===== src/rtl/decode_stage.sv =====
// RV32I decode stage: combinational decoder feeding a registered main/skid buffer.
// Define DECODE_ILLEGAL_EN to enable illegal-instruction detection on out_illegal.
module decode_stage (
    input  logic        clk,
    input  logic        reset,
    input  logic        flush,
    input  logic        in_valid,
    output logic        in_ready,
    input  logic [31:0] in_inst,
    input  logic [31:0] in_pc,
    output logic        out_valid,
    input  logic        out_ready,
    output logic [31:0] out_pc,
    output logic [4:0]  out_alu_op,
    output logic [31:0] out_imm,
    output logic [4:0]  out_rs1,
    output logic [4:0]  out_rs2,
    output logic [4:0]  out_rd,
    output logic        out_b_imm,
    output logic        out_a_pc,
    output logic        out_reg_we,
    output logic        out_mem_re,
    output logic        out_mem_we,
    output logic        out_branch,
    output logic        out_jump,
    output logic        out_illegal
);

    typedef enum logic [6:0] {
        OPC_OP     = 7'b0110011,
        OPC_OP_IMM = 7'b0010011,
        OPC_BRANCH = 7'b1100011,
        OPC_LOAD   = 7'b0000011,
        OPC_STORE  = 7'b0100011,
        OPC_LUI    = 7'b0110111,
        OPC_AUIPC  = 7'b0010111,
        OPC_JAL    = 7'b1101111,
        OPC_JALR   = 7'b1100111
    } opcode_e;

    typedef struct packed {
        logic [31:0] pc;
        logic [4:0]  alu_op;
        logic [31:0] imm;
        logic [4:0]  rs1;
        logic [4:0]  rs2;
        logic [4:0]  rd;
        logic        b_imm;
        logic        a_pc;
        logic        reg_we;
        logic        mem_re;
        logic        mem_we;
        logic        branch;
        logic        jump;
        logic        illegal;
    } dec_t;

    dec_t        dec;
    logic [2:0]  funct3;
    logic [31:0] imm_i, imm_s, imm_b, imm_u, imm_j;

    assign funct3 = in_inst[14:12];
    assign imm_i  = {{20{in_inst[31]}}, in_inst[31:20]};
    assign imm_s  = {{20{in_inst[31]}}, in_inst[31:25], in_inst[11:7]};
    assign imm_b  = {{19{in_inst[31]}}, in_inst[31], in_inst[7], in_inst[30:25], in_inst[11:8], 1'b0};
    assign imm_u  = {in_inst[31:12], 12'b0};
    assign imm_j  = {{11{in_inst[31]}}, in_inst[31], in_inst[19:12], in_inst[20], in_inst[30:21], 1'b0};

    always_comb begin
        dec         = '0;
        dec.pc      = in_pc;
        dec.rs1     = in_inst[19:15];
        dec.rs2     = in_inst[24:20];
        dec.rd      = in_inst[11:7];
        case (in_inst[6:0])
            OPC_OP: begin
                dec.alu_op = {1'b0, in_inst[30], funct3};
                dec.reg_we = 1'b1;
            end
            OPC_OP_IMM: begin
                // only SRAI uses inst[30]; ADDI must never turn into a subtract
                dec.alu_op = {1'b0, (funct3 == 3'd5) & in_inst[30], funct3};
                dec.b_imm  = 1'b1;
                dec.reg_we = 1'b1;
                dec.imm    = imm_i;
            end
            OPC_BRANCH: begin
                dec.alu_op = {2'b10, funct3};
                dec.branch = 1'b1;
                dec.imm    = imm_b;
            end
            OPC_LOAD: begin
                dec.b_imm  = 1'b1;
                dec.mem_re = 1'b1;
                dec.reg_we = 1'b1;
                dec.imm    = imm_i;
            end
            OPC_STORE: begin
                dec.b_imm  = 1'b1;
                dec.mem_we = 1'b1;
                dec.imm    = imm_s;
            end
            OPC_LUI: begin
                dec.rs1    = '0;
                dec.b_imm  = 1'b1;
                dec.reg_we = 1'b1;
                dec.imm    = imm_u;
            end
            OPC_AUIPC: begin
                dec.a_pc   = 1'b1;
                dec.b_imm  = 1'b1;
                dec.reg_we = 1'b1;
                dec.imm    = imm_u;
            end
            OPC_JAL: begin
                dec.jump   = 1'b1;
                dec.a_pc   = 1'b1;
                dec.b_imm  = 1'b1;
                dec.reg_we = 1'b1;
                dec.imm    = imm_j;
            end
            OPC_JALR: begin
                dec.jump   = 1'b1;
                dec.b_imm  = 1'b1;
                dec.reg_we = 1'b1;
                dec.imm    = imm_i;
            end
`ifdef DECODE_ILLEGAL_EN
            default: dec.illegal = 1'b1;
`else
            default: ;
`endif
        endcase
`ifdef DECODE_ILLEGAL_EN
        if (in_inst[6:0] == OPC_OP) begin
            if (in_inst[31:25] != 7'b0000000 && in_inst[31:25] != 7'b0100000)
                dec.illegal = 1'b1;
            if (in_inst[31:25] == 7'b0100000 && funct3 != 3'd0 && funct3 != 3'd5)
                dec.illegal = 1'b1;
        end
        if (in_inst[6:0] == OPC_BRANCH && (funct3 == 3'd2 || funct3 == 3'd3))
            dec.illegal = 1'b1;
        if (dec.illegal) begin
            dec.reg_we = 1'b0;
            dec.mem_re = 1'b0;
            dec.mem_we = 1'b0;
        end
`endif
    end

    dec_t main_q, main_d, skid_q, skid_d;
    logic main_valid_q, main_valid_d;
    logic skid_valid_q, skid_valid_d;
    logic in_ready_q, in_ready_d;
    logic consume, accept;

    assign consume = main_valid_q & out_ready;
    assign accept  = in_valid & in_ready_q & ~flush;

    // skid is only ever full while main is full, and a full skid blocks input,
    // so accept and skid_valid_q are never both set
    always_comb begin
        main_d       = main_q;
        skid_d       = skid_q;
        main_valid_d = main_valid_q;
        skid_valid_d = skid_valid_q;
        if (flush) begin
            main_valid_d = 1'b0;
            skid_valid_d = 1'b0;
        end else if (consume) begin
            if (skid_valid_q) begin
                main_d       = skid_q;
                skid_valid_d = 1'b0;
            end else begin
                main_valid_d = accept;
                if (accept)
                    main_d = dec;
            end
        end else if (!main_valid_q) begin
            if (accept) begin
                main_d       = dec;
                main_valid_d = 1'b1;
            end
        end else if (accept) begin
            skid_d       = dec;
            skid_valid_d = 1'b1;
        end
        in_ready_d = ~skid_valid_d;
    end

    always_ff @(posedge clk) begin
        if (reset) begin
            main_q       <= '0;
            skid_q       <= '0;
            main_valid_q <= 1'b0;
            skid_valid_q <= 1'b0;
            in_ready_q   <= 1'b1;
        end else begin
            main_q       <= main_d;
            skid_q       <= skid_d;
            main_valid_q <= main_valid_d;
            skid_valid_q <= skid_valid_d;
            in_ready_q   <= in_ready_d;
        end
    end

    assign in_ready    = in_ready_q;
    assign out_valid   = main_valid_q;
    assign out_pc      = main_q.pc;
    assign out_alu_op  = main_q.alu_op;
    assign out_imm     = main_q.imm;
    assign out_rs1     = main_q.rs1;
    assign out_rs2     = main_q.rs2;
    assign out_rd      = main_q.rd;
    assign out_b_imm   = main_q.b_imm;
    assign out_a_pc    = main_q.a_pc;
    assign out_reg_we  = main_q.reg_we;
    assign out_mem_re  = main_q.mem_re;
    assign out_mem_we  = main_q.mem_we;
    assign out_branch  = main_q.branch;
    assign out_jump    = main_q.jump;
    assign out_illegal = main_q.illegal;

endmodule


===== config.mk =====
export PLATFORM = sky130hd
export DESIGN_NAME = decode_stage
export DESIGN_NICKNAME = d
export VERILOG_FILES = /design/src/rtl/decode_stage.sv
export SDC_FILE = /design/constraint.sdc
export NUM_CORES = 1
export LEC_CHECK = 0
export CORE_AREA = 2 2 121 123
export CTS_CLUSTER_DIAMETER = 50
export CTS_CLUSTER_SIZE = 40
export DETAILED_ROUTE_END_ITERATION = 6
export DIE_AREA = 0 0 123 125
export PLACE_DENSITY = 0.87
export REMOVE_ABC_BUFFERS = 1
export SETUP_SLACK_MARGIN = 0.4
export SLEW_MARGIN = 25
export SYNTH_ARGS = -nofsm -noshare
export SYNTH_HDL_FRONTEND = slang
export SYNTH_SLANG_ARGS = --single-unit

===== constraint.sdc =====
create_clock -name clk -period 3.3 [get_ports clk]
set_input_delay 0.66 -clock clk [delete_from_list [all_inputs] [get_ports clk]]
set_output_delay 0.66 -clock clk [all_outputs]
set_load 0.03 [all_outputs]

==> results of run 1 <==
==> routing by layer <==
metal  vias up  track usage (%)  routed length, um
li1       3440                -                  -
met1      3429             36.5               8920
met2       307             45.5              10300
met3        37             5.16               1600
met4         0             9.43                390
met5         -                0                  0
==> worst min-delay path by stage <==
stage | from | endpoint | slack, ps | cells past startpoint
floorplan | skid_q[18] | skid_q[18] | 430 | 2
global placement | skid_q[81] | skid_q[81] | 440 | 2
detailed placement | skid_q[59] | skid_q[59] | 450 | 2
CTS | skid_q[59] | skid_q[59] | 460 | 2
global route | skid_q[74] | skid_q[74] | 470 | 2
finish | skid_q[11] | skid_q[11] | 460 | 2
==> layout make-up <==
cell class                      instances  area [um^2]
Clock buffer                           18          439
Fill cell                            1100         4340
Inverter                                4         15.0
Sequential cell                       186         3720
Timing Repair Buffer                  182         1840
Clock inverter                         13          216
Tap cell                              184          230
Multi-Input combinational cell        600         3390
==> power groups by stage <==
| stage | clock (mW) | combinational (mW) | sequential (mW) |
|---|---|---|---|
| 4_1_cts | 2.27 | 0.659 | 2.36 |
| 5_1_grt | 2.37 | 0.703 | 2.36 |
| 3_3_place_gp | 0 | 0.647 | 2.41 |
| 2_1_floorplan | 0 | 0.179 | 2.53 |
| 6_report | 2.25 | 0.659 | 2.36 |
| 3_5_place_dp | 0 | 0.655 | 2.41 |
==> synth_stat cells (10+ instances only) <==
cell        n  area (um^2)
a31oi_1    11         68.8
clkbuf_1   46          173
o21ai_0    18         90.1
a211oi_1   63          473
buf_2      26          130
nor3_1     14         70.1
a22o_1     10         87.6
o221ai_1   15          131
a21oi_1    92          460
nand2_1   151          567
dfxtp_1   186         3720
o22ai_1    74          463
a21o_1     11         82.6
nor2_1     62          233
nand3_1    17         85.1
a221oi_1   11         96.3
==> sequential cells by signal, summed over array words and instances, names as in the netlist <==
signal	cells
in_ready	1
out_a_pc	1
out_illegal	1
out_rs1	5
out_branch	1
out_alu_op	5
out_mem_re	1
out_rs2	5
out_reg_we	1
skid_valid_q	1
out_b_imm	1
out_imm	32
skid_q	91
out_pc	32
out_valid	1
out_rd	5
out_jump	1
out_mem_we	1
==> metrics by stage <==
stage | TNS (ps) | total power, mW | hold slack, ps | cells
after floorplan | -105620 | 2.71 | 430 | 790
after global placement | 0 | 3.05 | 442 | 1156
after detailed placement | 0 | 3.06 | 447 | 1156
after CTS | 0 | 5.29 | 455 | 1187
after global routing | 0 | 5.44 | 475 | 1187
final | 0 | 5.27 | 455 | 1187
==> cell families after synthesis <==
| group | after synthesis | synth area share [%] |
|---|---|---|
| AND/OR/NAND/NOR | 271 | 16.0 |
| multiplexers | 1 | 0.152 |
| flip-flops | 186 | 50.1 |
| AO/OA/AOI/OAI | 328 | 28.9 |
| buffers and inverters | 81 | 4.73 |
==> worst max-delay path, stage by stage <==
cell             delay (ps)
clkdlybuf4s50_1         620
and4bb_2                320
a22oi_1                 320
o21bai_1                180
a21oi_2                 440
a31oi_1                 160
==> layout by cell type, fill, tap and decap left out, drive strengths merged, types with 2 or more instances in the layout <==
cell             n
dfxtp          186
clkdlybuf4s50  161
nand2          151
a21oi           94
o22ai           75
a211oi          63
nor2            63
buf             21
o21ai           18
clkbuf          18
nand3           18
o221ai          15
nor3            15
a31oi           11
a21o            11
a221oi          11
a22o            10
a22oi            8
inv              7
bufinv           5
nand2b           4
and3             4
o21bai           3
nand3b           3
clkinv           3
and3b            2
a311oi           2
clkinvlp         2
nor3b            2
nor4             2
==> summary.txt, run 1 <==
Outcome - completed
Post-Syn Instances - 867
Int Pwr - 3.97 mW
DRC - 0
CP required - 3590 ps
Layout cells sized above 1 - 7.08%
Tmin final - 2410 ps
Yosys cell types - 50
Antenna violations before repair - 0
Mean Syn Cell Area - 8.57 um^2
Final Setup Violations - 0
Root buf cell - clkbuf_16
Via count - 7,213
Worst r2r src - out_valid
Switching portion of total power - 24.7%
Antenna cell count - 0
Design Area, Final - 9860 um^2
Hold Buf Count CTS - 0
Reg power frac - 44.8%
Worst Path Arrival - 2700 ps
Row cnt - 44
Syn Std Cell Area - 7430 um^2
Die area - 15,400 um^2
Psw - 1.30 mW
FF-to-FF setup slack - 1270 ps
Crit. Startpoint - in_inst[2]
Clock Path Buffers - 2
Register area share after synthesis - 50.1%
R2R depth - 4
CTS tree - built
Crit start category - input port
Fin crit share - 73.1%
Worst setup EP type - flip-flop
VDD IR max - 0.349 mV
Critical Path End - out_imm[17]
Final Worst Setup Slack - 888 ps
DR iter-0 viols - 768
Fin. Hold Viols - 0
Largest net degree at the start of global routing - 136
DP Area - 9210 um^2
Congestion Overflow GR - 0
Total GRT Usage - 27.7%
First-pass GRT wire length - 34,000 um
RD Place Congestion - 0.893
Final nets - 1,060
Crit path kind - in2reg
Setup Buffers After CTS - 0
Synth Flop Type - dfxtp_1
CTS buffer count - 17
Min-Delay Path Class - reg2reg
Worst r2r dst - out_imm[23]
Routed Antenna Nets - 0
Lkg Pwr - 3.41 nW
Clk sinks - 186
Final-report max-slew violation count - 0
Comb pwr share - 12.5%
Number of synthesized flops with an enable pin - 0
Critical-path maximum fanout - 8
Number of port buffers - 162
Worst slew pin tran - 903 ps
Vias/cell - 6.08
Synth warn - 0
I/O Pins - 163
Slew headroom - 39.8%
RSZ-0062 raised after global routing - no
CTS-repair resized insts - 0
Routed length per instance - 17.8 um
Die height - 125 um
Pwr dens - 534 nW/um^2
Die width - 123 um
Detailed Place HPWL - 13,000 um
Clock share of power - 42.7%
Pre-CTS WS - 505 ps
#FFs+latches synth - 186
Core area - 14,200 um^2
H-tree depth - 4
Max-cap check violation count - 0
Fraction of registers with async set/reset - 0%
Starting Density - 52.3%
DRT Pass-1 Iters - 5
Clk slew on worst S/H paths - 60 ps
Setup Skew - 7.63 ps
Area grow syn2layout - 32.8%
Final core occ - 69.4%
Clk Latency, worst-skew pair - 430 ps
Max Clock Freq - 415 MHz
Vias in the first global route - 6,842
Total routed wirelength - 21,200 um
Power figures use the tool's default switching activity.
==> run 2, diff against run 1 <==
- CORE_AREA: 2 2 121 123 -> 2 2 125 127
- DIE_AREA: 0 0 123 125 -> 0 0 127 129
- PLACE_DENSITY: 0.87 -> 0.82
- clock period: 3.3 -> 2.35 ns (I/O delays scaled with it)
==> run 2 against run 1 <==
Against the previous run: global-route usage fell by 2.1 points; combinational power rose by 47%; first-iteration DRC count fell by 3.3%; largest power group unchanged; final cell count rose by 3.2%; register-to-register slack got worse by 610 ps; setup slack got worse by 460 ps; non-clock buffer count rose by 32; largest cell class unchanged; count of clock-buffer cells in the layout rose by 2; cell area rose by 4.1%; routed wire length rose by 2.8%; critical path type is now reg2out; core utilization fell by 0.88 points.
==> summary.txt, run 2 (same netlist as run 1, synthesis figures left out) <==
Most frequent cells in the layout - dfxtp_1, nand2_1, clkdlybuf4s50_1 (was dfxtp_1, clkdlybuf4s50_1, nand2_1)
Pwr dens - 710 nW/um^2 (was 534 nW/um^2)
Layout cells sized above 1 - 10.5% (was 7.08%)
Final-report max-slew violation count - 0 (unchanged)
Max Clock Freq - 519 MHz
Vias in the first global route - 6,600 (was 6,842)
VDD IR max - 0.515 mV (was 0.349 mV)
Clk Latency, worst-skew pair - 430 ps (about the same)
I/O Pins - 163 (unchanged)
DR iter-0 viols - 743 (was 768)
Hold Buf Count CTS - 0 (unchanged)
Final nets - 1,092 (was 1,060)
Cell family with most CP delay - buffers and inverters (was compound AO/OA/AOI/OAI gates)
Routed Antenna Nets - 0 (unchanged)
Worst Path Arrival - 1460 ps (was 2700 ps)
Total GRT Usage - 25.6% (was 27.7%)
Worst slew pin tran - 546 ps (was 903 ps)
First-pass GRT wire length - 33,900 um (was 34,000 um)
Clk slew on worst S/H paths - 70 ps (was 60 ps)
Antenna violations before repair - 0 (unchanged)
Leading cell type in the layout, fill and taps excluded - dfxtp_1 (unchanged)
Critical-path maximum fanout - 2 (was 8)
Clk sinks - 186 (unchanged)
Routed length per instance - 17.8 um (about the same)
Vias/cell - 5.96 (was 6.08)
DP Area - 9490 um^2 (was 9210 um^2)
Row cnt - 45 (was 44)
Core area - 15,000 um^2 (was 14,200 um^2)
Congestion Overflow GR - 0 (unchanged)
Min-Delay Path Class - in2reg (was reg2reg)
CP cell instances - clkdlybuf4s50_1 (was clkdlybuf4s50_1, and4bb_2, a22oi_1, o21bai_1, a21oi_2, a31oi_1)
CP required - 1880 ps (was 3590 ps)
Design Area, Final - 10,300 um^2 (was 9860 um^2)
Final Setup Violations - 0 (unchanged)
DR top layer - met4 (unchanged)
Crit path kind - reg2out (was in2reg)
Starting Density - 49.6% (was 52.3%)
Fin. Hold Viols - 0 (unchanged)
Filler Cell Count - 1,184 (was 1,100)
Tmin final - 1930 ps
Worst setup EP type - output pin (was flip-flop)
Slowest cell on the critical path - clkdlybuf4s50_1 (unchanged)
Fin crit share - 82.0%
WL met2 - 10,300 um (about the same)
Number of port buffers - 162 (unchanged)
Clock Path Buffers - 2 (unchanged)
Most flop-heavy register - skid_q (unchanged)
DRT Pass-1 Iters - 5 (unchanged)
WL met1 - 9550 um (was 8920 um)
Crit start category - flip-flop (was input port)
Largest net degree at the start of global routing - 116 (was 136)
Total routed wirelength - 21,800 um (was 21,200 um)
Outcome - completed (unchanged)
Slew headroom - 63.5% (was 39.8%)
Die area - 16,400 um^2 (was 15,400 um^2)
Routed wl met3 - 1610 um (was 1600 um)
WP buf/inv - 1 (unchanged)
Max reg flops - 91 (unchanged)
RSZ-0062 raised after global routing - yes (was no)
Max-cap check violation count - 0 (unchanged)
Detailed Place HPWL - 13,600 um (was 13,000 um)
Final Power - 7.29 mW (was 5.27 mW)
Root buf cell - clkbuf_16 (unchanged)
CTS buffer count - 17 (unchanged)
RD Place Congestion - 0.865 (was 0.893)
Via count - 7,295 (was 7,213)
Lkg Pwr - 4.19 nW (was 3.41 nW)
Area grow syn2layout - 38.3% (was 32.8%)
Die height - 129 um (was 125 um)
CP peak stage delay - 680 ps (was 620 ps)
Setup Skew - 6.22 ps (was 7.63 ps)
CTS tree - built (unchanged)
DRC - 0 (unchanged)
H-tree depth - 4 (unchanged)
Die width - 127 um (was 123 um)
[run 2: worst paths after layout]
kind / startpoint / to / slack, ps / depth (start not counted)
setup / recovery: out_alu_op[2] / out_alu_op[2] / 420 / 1
hold / removal: reset / skid_q[33] / 330 / 2
setup reg to reg: out_valid / out_imm[11] / 660 / 7
hold reg to reg: skid_q[81] / skid_q[81] / 460 / 2
[run 2: per-layer routing]
metal | global-route usage, % | vias up
met5 | 0 | -
met4 | 8.02 | 0
met3 | 4.74 | 35
met2 | 41.7 | 317
met1 | 34.7 | 3445
li1 | - | 3498
[run 2: stage by stage]
| stage | hold WS, ps | setup slack [ps] | instances | utilization (%) | setup TNS, ps |
|---|---|---|---|---|---|
| 6_report | 329 | 423 | 1225 | 68.6 | 0 |
| 5_1_grt | 332 | 361 | 1224 | 68.5 | 0 |
| 4_1_cts | 317 | 402 | 1220 | 67.3 | 0 |
| 3_5_place_dp | 447 | -110 | 1188 | 63.3 | -877 |
| 3_3_place_gp | 441 | 9.28 | 1188 | 63.3 | 0 |
| 2_1_floorplan | 430 | -2150 | 790 | - | -265510 |
[run 2: cell type report]
cell class	instances	area (um^2)	area share, %
clock buffers	20	447	4.35
repair buffers	214	2230	21.8
inverters	4	15.0	0.146
diodes	1	2.50	0.0244
multi-input cells	600	3440	33.5
well taps	188	235	2.29
flip-flops and latches	186	3720	36.3
clock inverters	12	171	1.67
[run 2: repair_timing]
| item | in CTS | in global routing |
|---|---|---|
| gates resized for setup | 28 | 37 |
| setup buffers | 0 | 3 |
| cloned | 0 | 1 |
| endpoints found under the setup margin | 38 | 78 |
| pin swaps | 0 | 2 |
[run 2: where the power goes]
group / total (mW) / internal, mW / switching [mW] / leakage, nW
Sequential: 3.31 / 3.25 / 0.0556 / 1.51
Clock: 3.02 / 1.81 / 1.21 / 0.308
Combinational: 0.970 / 0.421 / 0.550 / 2.37
Total: 7.29 / 5.48 / 1.82 / 4.19
[run 2: worst reg2reg max path, stage by stage (launching register included)]
cell and delay, ps:
dfxtp_2 390, and2b_1 190, buf_4 150, nor2_4 150
nand2_1 120, buf_4 220, o221ai_1 260, a21oi_1 80
==> run 3, diff against run 2 <==
- clock period: 2.35 -> 1.91 ns (I/O delays scaled with it)
==> run 3 against run 2 <==
Against the previous run: first-iteration DRC count down 4.0%; count of clock-buffer cells in the layout down 1; via count grew 9.8%; non-clock buffer count up 58; die area is the same; critical endpoint is now out_pc[15]; highest routed layer unchanged.
==> summary.txt, run 3 (same netlist as run 1, synthesis figures left out) <==
Outcome - completed (unchanged)
Filler Cell Count - 1,035 (was 1,184)
Clock Path Buffers - 2 (unchanged)
Worst Path Arrival - 1930 ps (was 1460 ps)
Die width - 127 um (unchanged)
Clk Latency, worst-skew pair - 440 ps (was 430 ps)
Crit start category - flip-flop (unchanged)
Antenna cell count - 0 (was 1)
Largest net degree at the start of global routing - 63 (was 116)
Fin. Hold Viols - 0 (unchanged)
Crit path kind - reg2reg (was reg2out)
Antenna violations before repair - 0 (unchanged)
Final nets - 1,150 (was 1,092)
Clk sinks - 186 (unchanged)
Hold slack - 250 ps (was 329 ps)
Vias in the first global route - 7,131 (was 6,600)
Core area - 15,000 um^2 (unchanged)
I/O Pins - 163 (unchanged)
DP Area - 9850 um^2 (was 9490 um^2)
CTS tree - built (unchanged)
Starting Density - 49.6% (unchanged)
Final Setup Violations - 0 (unchanged)
Worst r2r src - out_valid (unchanged)
Crit. Startpoint - out_valid (was out_alu_op[2])
CTS buffer count - 17 (unchanged)
Area grow syn2layout - 51.3% (was 38.3%)
Total GRT Usage - 27.9% (was 25.6%)
Leading cell type in the layout, fill and taps excluded - dfxtp_1 (unchanged)
RSZ-0062 raised after global routing - yes (unchanged)
Max-cap check violation count - 0 (unchanged)
Most frequent cells in the layout - dfxtp_1, nand2_1, a21oi_1 (was dfxtp_1, nand2_1, clkdlybuf4s50_1)
Max reg flops - 91 (unchanged)
Setup Skew - 5.93 ps (was 6.22 ps)
DRT Pass-1 Iters - 5 (unchanged)
Vias/cell - 6.26 (was 5.96)
Detailed Place HPWL - 14,500 um (was 13,600 um)
Hold Buf Count CTS - 0 (unchanged)
H-tree depth - 4 (unchanged)
Fin cells - 1,280 (was 1,225)
Design Area, Final - 11,200 um^2 (was 10,300 um^2)
Lkg Pwr - 4.17 nW (was 4.19 nW)
Min-Delay Path Class - in2reg (unchanged)
Die area - 16,400 um^2 (unchanged)
RD Place Congestion - 0.867 (was 0.865)
Clk slew on worst S/H paths - 70 ps (about the same)
HP Start - reset (unchanged)
Final-report max-slew violation count - 0 (unchanged)
VDD IR max - 0.681 mV (was 0.515 mV)
Slew headroom - 66.3% (was 63.5%)
Row cnt - 45 (unchanged)
Routed length per instance - 20.3 um (was 17.8 um)
Number of port buffers - 162 (unchanged)
Tmin final - 1610 ps
CP required - 2230 ps (was 1880 ps)
Routed Antenna Nets - 0 (unchanged)
Via count - 8,008 (was 7,295)
DRC - 0 (unchanged)
Congestion Overflow GR - 0 (unchanged)
Fin crit share - 84.3%
Pwr dens - 803 nW/um^2 (was 710 nW/um^2)
Most flop-heavy register - skid_q (unchanged)
Post-Place Cells - 1,223 (was 1,188)
Max Clock Freq - 621 MHz
Die height - 129 um (unchanged)
Worst setup EP type - flip-flop (was output pin)
First-pass GRT wire length - 36,600 um (was 33,900 um)
Layout cells sized above 1 - 28.3% (was 10.5%)
Final core occ - 75.0% (was 68.6%)
Root buf cell - clkbuf_16 (unchanged)
DR iter-0 viols - 713 (was 743)
Total routed wirelength - 26,000 um (was 21,800 um)
Critical-path maximum fanout - 20 (was 2)
Worst slew pin tran - 505 ps (was 546 ps)
## run 3: cell types whose count changed in the layout (fill, tap and decap cells not counted), sizes merged
cell / previous run / this run
clkinv: 7 / 4
inv: 5 / 4
buf: 52 / 130
bufinv: 4 / 3
clkdlybuf4s15: 0 / 65
dlygate4sd2: 25 / 8
clkdlybuf4s50: 107 / 57
dlymetal6s2s: 29 / 0
clkinvlp: 0 / 4
diode: 1 / 0
clkbuf: 21 / 31
## run 3: through the flow
step | setup TNS, ps | setup slack (ps) | power, mW
finish | 0 | 299 | 9.02
global route | 0 | 247 | 9.29
CTS | 0 | 359 | 8.93
detailed placement | -26900 | -433 | 5.38
global placement | -19900 | -343 | 5.37
floorplan | -345610 | -2590 | 4.68
## run 3: report_power, final
group	switching, mW	internal [mW]	total (mW)	leakage, nW
clock network	1.51	2.11	3.62	0.283
logic	0.755	0.575	1.33	2.38
registers	0.0720	4.00	4.07	1.51
total	2.34	6.68	9.02	4.17
## run 3: cell type report
class,instances,area (um^2),area share [%]
clock inverters,11,148,1.31
well taps,188,235,2.09
multi-input cells,600,3710,33.0
repair buffers,272,2950,26.2
inverters,4,15.0,0.134
flip-flops and latches,186,3730,33.2
clock buffers,19,453,4.03
## run 3: path summary, 6_finish.rpt
| path | to | cells after the start | slack (ps) |
|---|---|---|---|
| min | out_imm[30] | 2 | 250 |
| min reg2reg | skid_q[69] | 2 | 460 |
| max | out_pc[15] | 6 | 300 |
| max reg2reg | out_pc[15] | 6 | 300 |
## run 3: per-layer routing
layer | global-route usage, % | vias up | routed length [um] | share of wire, %
li1 | - | 3632 | - | -
met1 | 36.4 | 3869 | 10300 | 40
met4 | 9.57 | 0 | 678 | 2.6
met3 | 4.82 | 60 | 2140 | 8.2
met5 | 0 | - | 0 | 0
met2 | 47.1 | 447 | 12900 | 50
## run 3: repair_timing
| action | CTS | global route |
|---|---|---|
| endpoints found under the setup margin | 276 | 159 |
| cloned | 3 | 11 |
| setup buffers | 8 | 5 |
| resized for setup | 360 | 83 |
| pin swaps | 10 | 17 |
## run 3: worst max-delay path: stages (launching register included)
cell and delay [ps]:
dfxtp_4 380, buf_4 170, nand3_2 120, nand2_4 150
buf_12 190, o22ai_1 120, a211oi_1 350
